## src/rtl/clock_pkg.sv

```systemverilog
// clock_pkg: shared constants and configuration check for the time-digit counters
package clock_pkg;

    localparam logic DIR_UP   = 1'b0;
    localparam logic DIR_DOWN = 1'b1;

    localparam int SEC_MOD  = 60;
    localparam int MIN_MOD  = 60;
    localparam int HOUR_MOD = 24;
    localparam int DOW_MOD  = 7;

    // A counter configuration is legal when MOD fits two BCD digits and the
    // binary width, and the reset value is a reachable count.
    function automatic bit cfg_ok(input int m, input int rv, input int w);
        return (m >= 2) && (m <= 100) && (rv >= 0) && (rv < m) &&
               (w >= 1) && (w < 31) && ((1 << w) >= m);
    endfunction

endpackage

```

## src/rtl/count_mod_bcd_if.sv

```systemverilog
// count_mod_bcd_if: control inputs and count/status outputs of one time-digit field
interface count_mod_bcd_if #(
    parameter int WIDTH = 6
);
    logic             tick;
    logic             dir;
    logic             set_inc;
    logic             set_dec;
    logic             load;
    logic [WIDTH-1:0] load_val;
    logic [WIDTH-1:0] cnt;
    logic [3:0]       bcd_tens;
    logic [3:0]       bcd_ones;
    logic             carry;
    logic             borrow;
    logic             load_err;
    logic             at_max;
    logic             at_zero;

    modport master (
        output tick, dir, set_inc, set_dec, load, load_val,
        input  cnt, bcd_tens, bcd_ones, carry, borrow, load_err, at_max, at_zero
    );

    modport slave (
        input  tick, dir, set_inc, set_dec, load, load_val,
        output cnt, bcd_tens, bcd_ones, carry, borrow, load_err, at_max, at_zero
    );
endinterface

```

## src/rtl/bin2bcd_2d.sv

```systemverilog
// bin2bcd_2d: combinational binary 0..99 to two BCD digits by compare-subtract
module bin2bcd_2d (
    input  logic [6:0] i_bin,
    output logic [3:0] o_tens,
    output logic [3:0] o_ones
);
    logic [6:0] w_r1;
    logic [6:0] w_r2;
    logic [6:0] w_r3;
    logic       w_ge80;
    logic       w_ge40;
    logic       w_ge20;
    logic       w_ge10;

    // Peel off 80, 40, 20, 10 in turn; each hit sets one bit of the tens digit.
    always_comb begin
        w_ge80 = i_bin >= 7'd80;
        w_r1   = w_ge80 ? i_bin - 7'd80 : i_bin;
        w_ge40 = w_r1 >= 7'd40;
        w_r2   = w_ge40 ? w_r1 - 7'd40 : w_r1;
        w_ge20 = w_r2 >= 7'd20;
        w_r3   = w_ge20 ? w_r2 - 7'd20 : w_r2;
        w_ge10 = w_r3 >= 7'd10;
        o_tens = {w_ge80, w_ge40, w_ge20, w_ge10};
        o_ones = w_r3[3:0] - (w_ge10 ? 4'd10 : 4'd0);
    end
endmodule

```

## src/rtl/count_mod_bcd.sv

```systemverilog
// count_mod_bcd: modulo-MOD up/down field counter with set, load, carry/borrow and BCD copy
module count_mod_bcd
    import clock_pkg::*;
#(
    parameter int MOD     = 60,
    parameter int WIDTH   = 6,
    parameter int RST_VAL = 0
) (
    input  logic                  clk,
    input  logic                  rst,
    count_mod_bcd_if.slave        bus
);
    localparam logic [WIDTH-1:0] W_MAX    = WIDTH'(MOD - 1);
    localparam logic [WIDTH-1:0] W_RST    = WIDTH'(RST_VAL);
    localparam logic [3:0]       RST_TENS = 4'(RST_VAL / 10);
    localparam logic [3:0]       RST_ONES = 4'(RST_VAL % 10);

    generate
        if (!cfg_ok(MOD, RST_VAL, WIDTH)) begin : g_bad_cfg
            $error("count_mod_bcd: illegal MOD/WIDTH/RST_VAL combination");
        end
    endgenerate

    logic [WIDTH-1:0] r_cnt;
    logic [3:0]       r_tens;
    logic [3:0]       r_ones;
    logic             r_carry;
    logic             r_borrow;
    logic             r_lerr;

    logic [WIDTH-1:0] w_nxt;
    logic [WIDTH-1:0] w_inc;
    logic [WIDTH-1:0] w_dec;
    logic [3:0]       w_tens;
    logic [3:0]       w_ones;
    logic             w_max;
    logic             w_zero;
    logic             w_carry;
    logic             w_borrow;
    logic             w_lerr;

    assign w_max  = r_cnt == W_MAX;
    assign w_zero = r_cnt == '0;
    assign w_inc  = w_max ? '0 : r_cnt + 1'b1;
    assign w_dec  = w_zero ? W_MAX : r_cnt - 1'b1;

    // Next count by priority load > single set button > tick; only ticks wrap with a pulse.
    always_comb begin
        w_nxt    = r_cnt;
        w_carry  = 1'b0;
        w_borrow = 1'b0;
        w_lerr   = 1'b0;
        if (bus.load) begin
            w_lerr = bus.load_val > W_MAX;
            w_nxt  = w_lerr ? W_MAX : bus.load_val;
        end else if (bus.set_inc ^ bus.set_dec) begin
            w_nxt = bus.set_inc ? w_inc : w_dec;
        end else if (bus.tick) begin
            w_nxt    = (bus.dir == DIR_DOWN) ? w_dec : w_inc;
            w_carry  = (bus.dir == DIR_UP) && w_max;
            w_borrow = (bus.dir == DIR_DOWN) && w_zero;
        end
    end

    // BCD is taken from the next count so the digits land in the same cycle as cnt.
    bin2bcd_2d u_bcd (
        .i_bin  (7'(w_nxt)),
        .o_tens (w_tens),
        .o_ones (w_ones)
    );

    // Count, digits and one-cycle pulses, all updated together.
    always_ff @(posedge clk) begin
        if (rst) begin
            r_cnt    <= W_RST;
            r_tens   <= RST_TENS;
            r_ones   <= RST_ONES;
            r_carry  <= 1'b0;
            r_borrow <= 1'b0;
            r_lerr   <= 1'b0;
        end else begin
            r_cnt    <= w_nxt;
            r_tens   <= w_tens;
            r_ones   <= w_ones;
            r_carry  <= w_carry;
            r_borrow <= w_borrow;
            r_lerr   <= w_lerr;
        end
    end

    assign bus.cnt      = r_cnt;
    assign bus.bcd_tens = r_tens;
    assign bus.bcd_ones = r_ones;
    assign bus.carry    = r_carry;
    assign bus.borrow   = r_borrow;
    assign bus.load_err = r_lerr;
    assign bus.at_max   = w_max;
    assign bus.at_zero  = w_zero;
endmodule
```

## src/flat_wrapper.sv

```systemverilog
// flat-port wrapper written by rule: the top's interface ports become plain ports
module count_mod_bcd_flat import clock_pkg::*;
#(
    parameter int MOD     = 60,
    parameter int WIDTH   = 6,
    parameter int RST_VAL = 0
)
  (clk, rst, bus_tick, bus_dir, bus_set_inc, bus_set_dec, bus_load, bus_load_val, bus_cnt, bus_bcd_tens, bus_bcd_ones, bus_carry, bus_borrow, bus_load_err, bus_at_max, bus_at_zero);
  count_mod_bcd_if #(.WIDTH(WIDTH)) bus_i ();
  input  logic clk;
  input  logic rst;
  input wire logic [$bits(bus_i.tick)-1:0] bus_tick;
  input wire logic [$bits(bus_i.dir)-1:0] bus_dir;
  input wire logic [$bits(bus_i.set_inc)-1:0] bus_set_inc;
  input wire logic [$bits(bus_i.set_dec)-1:0] bus_set_dec;
  input wire logic [$bits(bus_i.load)-1:0] bus_load;
  input wire logic [$bits(bus_i.load_val)-1:0] bus_load_val;
  output wire logic [$bits(bus_i.cnt)-1:0] bus_cnt;
  output wire logic [$bits(bus_i.bcd_tens)-1:0] bus_bcd_tens;
  output wire logic [$bits(bus_i.bcd_ones)-1:0] bus_bcd_ones;
  output wire logic [$bits(bus_i.carry)-1:0] bus_carry;
  output wire logic [$bits(bus_i.borrow)-1:0] bus_borrow;
  output wire logic [$bits(bus_i.load_err)-1:0] bus_load_err;
  output wire logic [$bits(bus_i.at_max)-1:0] bus_at_max;
  output wire logic [$bits(bus_i.at_zero)-1:0] bus_at_zero;
  assign bus_i.tick = bus_tick;
  assign bus_i.dir = bus_dir;
  assign bus_i.set_inc = bus_set_inc;
  assign bus_i.set_dec = bus_set_dec;
  assign bus_i.load = bus_load;
  assign bus_i.load_val = bus_load_val;
  assign bus_cnt = bus_i.cnt;
  assign bus_bcd_tens = bus_i.bcd_tens;
  assign bus_bcd_ones = bus_i.bcd_ones;
  assign bus_carry = bus_i.carry;
  assign bus_borrow = bus_i.borrow;
  assign bus_load_err = bus_i.load_err;
  assign bus_at_max = bus_i.at_max;
  assign bus_at_zero = bus_i.at_zero;
  count_mod_bcd #(.MOD(MOD), .WIDTH(WIDTH), .RST_VAL(RST_VAL)) u_core (.clk(clk), .rst(rst), .bus(bus_i));
endmodule
```

## config.mk

```make
export PLATFORM = sky130hd
export DESIGN_NAME = count_mod_bcd_flat
export DESIGN_NICKNAME = d
export VERILOG_FILES = /design/src/rtl/clock_pkg.sv /design/src/rtl/count_mod_bcd_if.sv /design/src/rtl/bin2bcd_2d.sv /design/src/rtl/count_mod_bcd.sv /design/src/flat_wrapper.sv
export SDC_FILE = /design/constraint.sdc
export NUM_CORES = 1
export LEC_CHECK = 0
export CORE_ASPECT_RATIO = 0.6
export CORE_UTILIZATION = 25
export DETAILED_ROUTE_END_ITERATION = 8
export GPL_ROUTABILITY_DRIVEN = 0
export HOLD_SLACK_MARGIN = 0.06
export PLACE_DENSITY_LB_ADDON = 0.05
export SLEW_MARGIN = 20
export SYNTH_ARGS = -nofsm -noshare
export SYNTH_HDL_FRONTEND = slang
export SYNTH_SLANG_ARGS = --single-unit
```

## constraint.sdc

```tcl
create_clock -name clk -period 5.3 [get_ports clk]
set_input_delay 1.06 -clock clk [delete_from_list [all_inputs] [get_ports clk]]
set_output_delay 1.06 -clock clk [all_outputs]
set_load 0.02 [all_outputs]
```

== Yosys cells after proc, flatten, opt, wreduce, memory -nomap -nowiden ==
Index checks and enable logic that the tools add are counted.

* Register bits: 17
* Input bits: 13
* Word-level logic and storage cells: 39

* Add/subtract/negate cells: 6
* Magnitude comparators: 5
* Equality and inequality tests: 1
* Muxes and demuxes: 12
* Bitwise gates (word level): 4
* Reductions and logical operators: 5

{| class="wikitable"
|+ Operators with widths
! kind !! number
|-
| $mux W6 || 8
|-
| $mux W7 || 3
|-
| $ge A6 B7 Y1 const B || 1
|-
| $ge A7 B4 Y1 const B || 1
|-
| $ge A7 B5 Y1 const B || 1
|-
| $ge A7 B6 Y1 const B || 1
|-
| $sub A6 B7 Y7 const B || 1
|-
| $sub A7 B5 Y7 const B || 1
|-
| $sub A7 B6 Y7 const B || 1
|-
| $add A6 B1 Y6 const B || 1
|-
| $eq A6 B6 Y1 const B || 1
|-
| $gt A6 B6 Y1 const B || 1
|-
| $logic_not A6 Y1 || 1
|-
| $sub A6 B1 Y6 const B || 1
|-
| $mux W4 || 1
|-
| $reduce_or A4 Y1 || 1
|-
| $sub A4 B4 Y4 || 1
|-
| $not A1 Y1 || 3
|-
| $logic_and A1 B1 Y1 || 2
|-
| $reduce_or A2 Y1 || 1
|-
| $xor A1 B1 Y1 || 1
|}

== Depth between registers and ports, before layout ==
Gate-level depths: netlist of the first run.

* Depth after elaboration: 15
* Depth in mapped cells: 23
* Gate-level depth less buffers: 20

== Modules after synthesis ==
From an unflattened synthesis of the first run, not the netlist that was laid out.

* Cells, all modules: 218
* Area, all modules: 1,636.6 um2

{| class="wikitable"
|+ Modules (own cells, without submodules)
! module !! instances !! cells each !! area each (um2) !! sequential area each (um2)
|-
| count_mod_bcd || 1 || 143 || 1,112.3 || 340.3
|-
| bin2bcd_2d || 1 || 75 || 524.3 || 0.0
|}

== Worst setup path after synthesis of the first run ==
OpenSTA, ideal clock, no wires.

* Kind: input port to flip-flop
* Start point: in bus_tick
* End point: reg u_core.r_ones[3], in the netlist u_core.bus.bcd_ones[3]
* Library setup time: 0.121 ns
* Arrival time: 4.275 ns
* Data required time: 5.179 ns
* Setup slack: 0.903 ns
* Cell stages on the path: 19
* Cells stage by stage: buf_2 > inv_2 > a221o_1 > a31oi_1 > o21ba_1 > or2_1 > buf_2 > ha_1 > inv_1 > ha_1 > a211o_1 > o21ai_2 > nand2_1 > maj3_1 > o21ai_0 > ha_1 > ha_1 > nor2_1 > mux2_4

* Cells in the longest elaborated chain, start to end: 12
* Elaborated cells on any way between the ends: 15

{| class="wikitable"
|+ RTL lines
! what !! RTL line !! text
|-
| start, declared || flat_wrapper.sv:12 || <nowiki>input wire logic [$bits(bus_i.tick)-1:0] bus_tick;</nowiki>
|-
| $mux W6 (*) || count_mod_bcd.sv:58 || <nowiki>end else if (bus.tick) begin</nowiki>
|-
| $mux W6 (*) || count_mod_bcd.sv:56 || <nowiki>end else if (bus.set_inc ^ bus.set_dec) begin</nowiki>
|-
| $mux W6 (*) || count_mod_bcd.sv:53 || <nowiki>if (bus.load) begin</nowiki>
|-
| $sub A6 B7 Y7 / $ge A6 B7 Y1 (equally long branches) || bin2bcd_2d.sv:18, bin2bcd_2d.sv:17 ||
|-
| $mux W7 (*) || bin2bcd_2d.sv:18 || <nowiki>w_r1 = w_ge80 ? i_bin - 7'd80 : i_bin;</nowiki>
|-
| $sub A7 B6 Y7 / $ge A7 B6 Y1 (equally long branches) || bin2bcd_2d.sv:20, bin2bcd_2d.sv:19 ||
|-
| $mux W7 (*) || bin2bcd_2d.sv:20 || <nowiki>w_r2 = w_ge40 ? w_r1 - 7'd40 : w_r1;</nowiki>
|-
| $sub A7 B5 Y7 / $ge A7 B5 Y1 (equally long branches) || bin2bcd_2d.sv:22, bin2bcd_2d.sv:21 ||
|-
| $mux W7 (*) || bin2bcd_2d.sv:22 || <nowiki>w_r3 = w_ge20 ? w_r2 - 7'd20 : w_r2;</nowiki>
|-
| $ge A7 B4 Y1 (*) || bin2bcd_2d.sv:23 || <nowiki>w_ge10 = w_r3 >= 7'd10;</nowiki>
|-
| named net u_core.u_bcd.w_ge10 || bin2bcd_2d.sv:13 || <nowiki>logic w_ge10;</nowiki>
|-
| $mux W4 (*) || bin2bcd_2d.sv:25 || <nowiki>o_ones = w_r3[3:0] - (w_ge10 ? 4'd10 : 4'd0);</nowiki>
|-
| $sub A4 B4 Y4 (*) || bin2bcd_2d.sv:25 ||
|-
| end signal, assigned || count_mod_bcd.sv:84 || <nowiki>r_ones <= w_ones;</nowiki>
|-
| end, declared || count_mod_bcd.sv:26 || <nowiki>logic [3:0] r_ones;</nowiki>
|}

The timed path passes the listed nets; every way through them passes the cells marked *.
A chain may end at the register's enable or synchronous reset.

== Worst setup path in the final report of the first run ==
* Start point: in bus_set_dec
* End point: reg u_core.r_ones[3], in the netlist u_core.bus.bcd_ones[3]

* Cells in the longest elaborated chain, start to end: 12
* Elaborated cells on any way between the ends: 15

{| class="wikitable"
|+ RTL lines
! what !! RTL line !! text
|-
| start, declared || flat_wrapper.sv:15 || <nowiki>input wire logic [$bits(bus_i.set_dec)-1:0] bus_set_dec;</nowiki>
|-
| $xor A1 B1 Y1 (*) || count_mod_bcd.sv:56 ||
|-
| $mux W6 (*) || count_mod_bcd.sv:56 ||
|-
| $mux W6 (*) || count_mod_bcd.sv:53 ||
|-
| named net u_core.u_bcd.i_bin[5] || bin2bcd_2d.sv:3 || <nowiki>input logic [6:0] i_bin,</nowiki>
|-
| $sub A6 B7 Y7 / $ge A6 B7 Y1 (equally long branches) || bin2bcd_2d.sv:18, bin2bcd_2d.sv:17 ||
|-
| $mux W7 (*) || bin2bcd_2d.sv:18 ||
|-
| $sub A7 B6 Y7 / $ge A7 B6 Y1 (equally long branches) || bin2bcd_2d.sv:20, bin2bcd_2d.sv:19 ||
|-
| $mux W7 (*) || bin2bcd_2d.sv:20 ||
|-
| $sub A7 B5 Y7 / $ge A7 B5 Y1 (equally long branches) || bin2bcd_2d.sv:22, bin2bcd_2d.sv:21 ||
|-
| $mux W7 (*) || bin2bcd_2d.sv:22 ||
|-
| $ge A7 B4 Y1 (*) || bin2bcd_2d.sv:23 ||
|-
| named net u_core.u_bcd.w_ge10 || bin2bcd_2d.sv:13 ||
|-
| $mux W4 (*) || bin2bcd_2d.sv:25 ||
|-
| $sub A4 B4 Y4 (*) || bin2bcd_2d.sv:25 ||
|}

Marked as above.

==> flow_summary.toml, run 1 <==
[synthesis]
yosys_most_used_dff = "dfxtp_1"
synthArstFlopShare_pct = 0
synth.distinct_cells = 61
synth_seq_area_share_pct = 20.9
syn_area_per_cell_um2 = 7.86
synthCells = 183
netlist_area_mm2 = 0.00144
synth_edf_count = 0
synth_nets = 202
ys_ff_latch = 15
ys_warn_count = 0

[timing]
timing.slew.headroom_pct = 55.6
setup-violations-final = 0
worst_slack_ns = 0.335
rsz0062_at_grt = "no"
final.setup.tns_ns = 0
hold_viol_final = 0
tightest_slew_ns = 0.665
hold_ws_ns = 0.763
min_period_ns = 4.96
fin_crit_sh_pct = 93.7
worst_clock_skew_ns = 0.00165
drv_slew = 0
max_freq_ghz = 0.201

[clock_network]
cts_hold_buf = 0
cts-root-buf = "clkbuf_8"
cts_buffers = 3
htreeDepth = 1
cts_resized = 0
cts_max_path_buffers = 2
tritoncts = "done"
clock_sinks = 15
path_clk_slew_ns = 0.06
clk_latency_ns = 0.25
post_cts_buffers = 0

[detailed_routing]
drt_iter0_markers = 57
vias = 1467
ant_nets = 0
first_pass_iters = 4
drt-total-wl_mm = 4.57
drc = 0
viasPerCell = 5.15
post_drt_wl_per_cell_um = 16.0

[power_and_ir_drop]
p_per_area_mw_per_mm2 = 288
p_int_mw = 0.312
leakagePower_nw = 0.687
power_frac_clock_pct = 17.5
p_seq_share_pct = 29.0
p_comb_share_pct = 53.5
power.total_mw = 0.529
power.switching_mw = 0.216
ir_drop_mv = 0.0896
switching_share_pct = 40.9

[layout]
final_cell_mix = "clkdlybuf4s50_1, nor2_1, dfxtp_1"
syn_to_final_growth_pct = 27.8
final_common_cell = "clkdlybuf4s50_1"
n_antenna_cell = 0
final.fill_count = 573
drive_above_1_share_pct = 10.6
final_area_mm2 = 0.00184
finalNetCount = 228

[global_routing]
gr-usage-all-layers_pct = 16.2
antenna_found_initial = 0
grt_pass1_vias = 1339
gr-total-overflow = 0
grt_max_degree = 19
grt_first_pass_wirelength_mm = 7.45

[floorplan]
die_area_mm2 = 0.00607
die_w_um = 99.9
start_util_pct = 27.1
pin_count = 32
core-area_mm2 = 0.00531
dieHeight_um = 60.8
std_cell_rows = 20

[placement]
dp_slack_ns = 0.0969
dp.final_hpwl_mm = 3.56
place_area_mm2 = 0.00179
port-buffer-count = 30

[run]
drv_cap = 0

[worst_setup_path]
cp_max_fo = 9
path_class = "in2reg"
cp.required_ns = 5.44
end_kind = "flip-flop"
arrival_ns = 5.10
worstSetupStartpointType = "input pin"

[status]
status = "completed"

[hold_path]
hp-class = "reg2reg"
[layer usage]
layer	global-route usage, %	vias up	share of wire, %
li1	-	726	-
met1	24.7	676	53
met2	22.1	60	37
met3	4.26	5	9.8
met4	3.78	0	0.90
met5	0	-	0
[final timing paths]
check	cells after the start	startpoint	slack [ns]	end
worst max register to register	18	u_core.bus.bcd_ones[0]	0.78	u_core.bus.bcd_ones[3]
worst min-delay path	2	u_core.bus.cnt[5]	0.76	u_core.bus.carry
worst max-delay path	16	bus_set_dec	0.34	u_core.bus.bcd_ones[3]
worst min register to register	2	u_core.bus.cnt[5]	0.76	u_core.bus.carry
[power groups by stage]
stage	clock (mW)	combinational, mW	sequential [mW]
global placement	0	0.284	0.155
detailed placement	0	0.279	0.155
CTS	0.0949	0.281	0.153
global route	0.103	0.309	0.156
finish	0.0928	0.283	0.153
floorplan	0	0.177	0.164
[worst max-delay path: stages]
cell	delay [ns]
clkdlybuf4s50_1	0.58
xor2_2	0.33
or3_1	0.24
o22ai_2	0.12
a221oi_4	0.48
inv_1	0.13
ha_1	0.35
a211o_1	0.27
o21ai_2	0.20
nand2_1	0.08
maj3_1	0.35
o21ai_0	0.24
ha_1	0.20
ha_1	0.15
nor2_1	0.05
mux2_4	0.27
[kinds of logic (layout without fill, tap and decap cells)]
logic type | Yosys count | after routing | share of synthesized area [%]
xor gates and xnor gates | 6 | 6 | 4.17
adders and majority gates | 7 | 7 | 5.91
buffers and inverters | 24 | 49 | 8.09
and+or+nand+nor | 74 | 74 | 28.5
AOI/OAI and AO/OA | 53 | 53 | 29.4
other | 1 | 1 | 0.261
muxes | 3 | 3 | 2.78
DFF | 15 | 15 | 20.9
[cell usage after synthesis, drive strengths merged, types with 3 or more instances]
cell type / number / area share, %
buf: 10 / 4.4
clkbuf: 4 / 1.0
nor3: 9 / 3.1
nor2b: 5 / 2.2
a21oi: 10 / 4.0
a211oi: 3 / 1.9
inv: 10 / 2.6
nand2: 9 / 2.3
or3: 3 / 1.3
ha: 6 / 5.2
nand2b: 7 / 3.0
xnor2: 3 / 1.8
o22ai: 3 / 2.2
dfxtp: 15 / 21
nor2: 20 / 5.2
o21ai: 10 / 3.7
and3: 3 / 1.3
xor2: 3 / 2.3
nand4: 4 / 1.7
[registers in the layout, summed over array words and instances, names as in the netlist]
register             count
u_core.bus.bcd_tens      3
u_core.bus.carry         1
u_core.bus.cnt           5
u_core.bus.load_err      1
u_core.bus.borrow        1
u_core.bus.bcd_ones      4
[cell type report]
class / count / area [µm²] / area share (%)
repair buffers: 35 / 338 / 18.4
well taps: 77 / 96.3 / 5.24
multi-input cells: 144 / 1020 / 55.6
inverters: 10 / 37.5 / 2.04
flip-flops and latches: 15 / 300 / 16.3
clock buffers: 4 / 45.0 / 2.45
[per-stage QoR]
stage                     instances  util (%)
after floorplan                 183         -
after global placement          281      33.8
after detailed placement        281      33.8
after CTS                       285      34.7
after global routing            285      34.7
final                           285      34.7
No activity file was read; power rests on OpenSTA's default activity.
==> run 2: changes to the inputs <==
--- a/config.mk
+++ b/config.mk
@@ -6,7 +6,7 @@
 export NUM_CORES = 1
 export LEC_CHECK = 0
 export CORE_ASPECT_RATIO = 0.6
-export CORE_UTILIZATION = 25
+export CORE_UTILIZATION = 31
 export DETAILED_ROUTE_END_ITERATION = 8
 export GPL_ROUTABILITY_DRIVEN = 0
 export HOLD_SLACK_MARGIN = 0.06
==> flow_summary.toml, run 2 (synthesis results as in run 1) <==
[clock_network]
clock_sinks = 15
tritoncts = "done"
cts_max_path_buffers = 2
clk_latency_ns = 0.24
htreeDepth = 1
cts-root-buf = "clkbuf_8"
post_cts_buffers = 0
path_clk_slew_ns = 0.06
cts_buffers = 3

[layout]
final_cell_mix = "clkdlybuf4s50_1, nor2_1, dfxtp_1"
final_common_cell = "clkdlybuf4s50_1"
syn_to_final_growth_pct = 26.6
finalNetCount = 228
final.fill_count = 436
drive_above_1_share_pct = 11.1
n_antenna_cell = 0
largest_reg_flops = 5

[detailed_routing]
highest_layer = "met3"
wl_met2_mm = 1.64
ant_nets = 0
post_drt_wl_per_cell_um = 15.7
viasPerCell = 5.63
dr_wl_met3_um = 424
vias = 1508
drc = 0
drt_iter0_markers = 126
first_pass_iters = 4
drt-total-wl_mm = 4.20
wl_met1_mm = 2.14

[status]
status = "completed"

[hold_path]
hp-class = "reg2reg"
min_path_cells = 2

[floorplan]
dieHeight_um = 54.8
die_w_um = 90.0
core-area_mm2 = 0.00428
pin_count = 32
start_util_pct = 33.6
die_area_mm2 = 0.00493
std_cell_rows = 18

[global_routing]
gr-total-overflow = 0
grt_max_degree = 19
antenna_found_initial = 0
gr-usage-all-layers_pct = 18.0
grt_first_pass_wirelength_mm = 6.78
grt_pass1_vias = 1332

[worst_setup_path]
cp_max_fo = 9
arrival_ns = 5.04
worstSetupStartpointType = "input pin"
path_class = "in2reg"
end_kind = "flip-flop"
rr_worst_depth = 18
cp.required_ns = 5.43

[timing]
hold_viol_final = 0
rsz0062_at_grt = "no"
tightest_slew_ns = 0.642
fin_crit_sh_pct = 92.6
hold_ws_ns = 0.747
setup-violations-final = 0
final.setup.tns_ns = 0
worst_clock_skew_ns = 0.00230
max_freq_ghz = 0.204
drv_slew = 0
timing.slew.headroom_pct = 57.1
min_period_ns = 4.91

[run]
drv_cap = 0

[placement]
port-buffer-count = 30
dp.final_hpwl_mm = 3.28

[power_and_ir_drop]
power.total_mw = 0.526
leakagePower_nw = 0.687
p_per_area_mw_per_mm2 = 289
ir_drop_mv = 0.130
-- run 2: where the power goes --
group | total, mW | leakage, nW | internal [mW] | switching (mW)
logic | 0.284 | 0.540 | 0.130 | 0.154
clock network | 0.0903 | 0.0228 | 0.0532 | 0.0371
registers | 0.152 | 0.124 | 0.131 | 0.0215
-- run 2: final cells by class --
cell class,instances,area (µm²),area share (%)
repair buffers,35,338,18.5
well taps,60,75.1,4.12
flip-flops and latches,15,300,16.5
clock buffers,4,45.0,2.47
inverters,10,37.5,2.06
multi-input cells,144,1030,56.3
-- run 2: through the flow --
stage	std cells	cell area [µm²]	util [%]	worst slack [ns]
floorplan	183	1440	-	0.903
global placement	264	1770	41.4	0.319
detailed placement	264	1770	41.4	0.160
CTS	268	1820	42.5	0.410
global route	268	1820	42.6	0.101
finish	268	1820	42.6	0.393
-- run 2: repair_timing --
item / CTS / global route
hold buffers: 0 / 0
setup endpoints to repair: 0 / 1
resized for setup: 0 / 1
-- run 2: path summary, 6_finish.rpt --
path	start	to	slack, ns
setup / recovery	bus_set_dec	u_core.bus.bcd_ones[3]	0.39
setup reg to reg	u_core.bus.bcd_ones[0]	u_core.bus.bcd_ones[3]	0.87
hold / removal	u_core.bus.cnt[5]	u_core.bus.carry	0.75
hold reg to reg	u_core.bus.cnt[5]	u_core.bus.carry	0.75
-- run 2: routing by layer --
metal  track usage (%)  up-vias
met2              25.6       76
li1                  -      728
met5                 0        -
met1              26.9      704
met3              5.42        0
met4              1.88        0
-- run 2: critical path: stages --
cell             delay, ns
clkdlybuf4s50_1       0.58
xor2_2                0.31
or3_1                 0.24
o22ai_2               0.11
a221oi_4              0.46
inv_1                 0.11
ha_1                  0.34
a211o_1               0.26
o21ai_2               0.20
nand2_1               0.08
maj3_1                0.34
o21ai_0               0.25
ha_1                  0.20
ha_1                  0.15
nor2_1                0.05
mux2_4                0.28
==> run 3: changes to the inputs <==
--- a/config.mk
+++ b/config.mk
@@ -10,7 +10,6 @@
 export DETAILED_ROUTE_END_ITERATION = 8
 export GPL_ROUTABILITY_DRIVEN = 0
 export HOLD_SLACK_MARGIN = 0.06
-export PLACE_DENSITY_LB_ADDON = 0.05
 export SLEW_MARGIN = 20
 export SYNTH_ARGS = -nofsm -noshare
 export SYNTH_HDL_FRONTEND = slang
==> flow_summary.toml, run 3 (synthesis results as in run 1) <==
[detailed_routing]
wl_met1_mm = 1.93
drc = 0
viasPerCell = 5.30
post_drt_wl_per_cell_um = 13.8
wl_met2_mm = 1.44
highest_layer = "met3"
vias = 1416
dr_wl_met3_um = 320
drt_iter0_markers = 124
drt-total-wl_mm = 3.69
first_pass_iters = 4
ant_nets = 0

[global_routing]
gr-total-overflow = 0
grt_pass1_vias = 1257
gr-usage-all-layers_pct = 16.0
grt_max_degree = 19
antenna_found_initial = 0
grt_first_pass_wirelength_mm = 6.18

[power_and_ir_drop]
leakagePower_nw = 0.682
p_per_area_mw_per_mm2 = 282
power.total_mw = 0.511
ir_drop_mv = 0.161

[floorplan]
die_w_um = 90.0
core-area_mm2 = 0.00428
start_util_pct = 33.6
pin_count = 32
die_area_mm2 = 0.00493
std_cell_rows = 18
dieHeight_um = 54.8

[worst_setup_path]
path_class = "in2reg"
cp_common_cell = "ha_1"
worstSetupStartpointType = "input pin"
r2r_start = "u_core.bus.bcd_ones[0]"
timing.rr.end = "u_core.bus.bcd_ones[3]"
arrival_ns = 4.96
r2r_setup_slack_ns = 0.91
cp_slowest_cell = "clkdlybuf4s50_1"
end_kind = "flip-flop"
cp.required_ns = 5.43
cp_max_fo = 9
slowest_delay_ns = 0.58
cp_cell_sequence = "clkdlybuf4s50_1 -> xor2_2 -> or3_1 -> o22ai_2 -> a221oi_4 -> inv_1 -> ha_1 -> a211o_1 -> o21ai_2 -> nand2_1 -> maj3_1 -> o21ai_0 -> ha_1 -> ha_1 -> nor2_1 -> mux2_4"
rr_worst_depth = 18

[clock_network]
cts_resized = 0
post_cts_buffers = 0
htreeDepth = 1
cts_max_path_buffers = 2
cts-root-buf = "clkbuf_8"
tritoncts = "done"
clock_sinks = 15
cts_hold_buf = 0
path_clk_slew_ns = 0.06
cts_buffers = 3
clk_latency_ns = 0.24

[timing]
rsz0062_at_grt = "no"
hold_viol_final = 0
drv_slew = 0
fin_crit_sh_pct = 91.1
tightest_slew_ns = 0.640
worst_clock_skew_ns = 0.00246
setup-violations-final = 0
min_period_ns = 4.83
max_freq_ghz = 0.207
final.setup.tns_ns = 0
timing.slew.headroom_pct = 57.3

[layout]
syn_to_final_growth_pct = 25.8
fin_util_pct = 42.3
n_antenna_cell = 0
finalNetCount = 227
final_cell_mix = "clkdlybuf4s50_1, nor2_1, dfxtp_1"
largest_reg_flops = 5
final_common_cell = "clkdlybuf4s50_1"
final.fill_count = 427
drive_above_1_share_pct = 10.1

[hold_path]
min_from = "u_core.bus.cnt[4]"
hp-class = "reg2reg"
min_to = "u_core.bus.carry"
min_path_cells = 2

[placement]
port-buffer-count = 30
dp.final_hpwl_mm = 2.94

[run]
drv_cap = 0

[status]
status = "completed"
## run 3: changes by cell type in the layout (fill, tap and decap cells not counted)
cell     previous run  this run
a21oi_1             7         8
buf_4               5         4
a21oi_2             3         2
## run 3: power breakdown
part           switching (mW)  internal (mW)  total, mW  leakage [nW]
clock network          0.0365         0.0531     0.0896        0.0228
registers              0.0211          0.131      0.152         0.124
logic                   0.142          0.127      0.269         0.535
total                   0.200          0.311      0.511         0.682
## run 3: metrics by stage
| step | cells | setup slack (ns) | area [µm²] | hold WS, ns |
|---|---|---|---|---|
| after global routing | 267 | 0.0930 | 1810 | 0.804 |
| after global placement | 263 | 0.282 | 1770 | 0.727 |
| after CTS | 267 | 0.473 | 1810 | 0.727 |
| after detailed placement | 263 | 0.207 | 1770 | 0.717 |
| after floorplan | 183 | 0.903 | 1440 | 0.752 |
| final | 267 | 0.472 | 1810 | 0.728 |
## run 3: metal layers
metal / up-vias / global-route usage [%]
met5: - / 0
met4: 0 / 0.806
met3: 0 / 6.11
met2: 46 / 24.2
met1: 645 / 22.4
li1: 725 / -
## run 3: cell type report
cell class	count	area, µm²	share of cell area [%]
multi-input combinational	144	1020	56.5
timing repair buffer	34	330	18.2
sequential	15	300	16.6
tap	60	75.1	4.15
clock buffer	4	45.0	2.49
inverter	10	37.5	2.07
## run 3: critical path: cells and delay by family
family | cells | cell delay, ns
buffers and inverters | 2 | 0.70
AND/OR/NAND/NOR | 3 | 0.36
XOR/XNOR | 1 | 0.30
adder cells (fa/ha/maj) | 4 | 1.03
multiplexers | 1 | 0.27
AO/OA/AOI/OAI | 5 | 1.23
## run 3: worst max-delay path by stage
| stage | to | cells after the start | slack [ns] | from |
|---|---|---|---|---|
| floorplan | u_core.bus.bcd_ones[3] | 19 | 0.90 | bus_tick |
| global placement | u_core.bus.bcd_ones[3] | 16 | 0.28 | bus_set_dec |
| detailed placement | u_core.bus.bcd_ones[3] | 16 | 0.21 | bus_set_dec |
| CTS | u_core.bus.bcd_ones[3] | 16 | 0.47 | bus_set_dec |
| global route | u_core.bus.bcd_ones[3] | 17 | 0.09 | bus_set_dec |
| finish | u_core.bus.bcd_ones[3] | 16 | 0.47 | bus_set_dec |
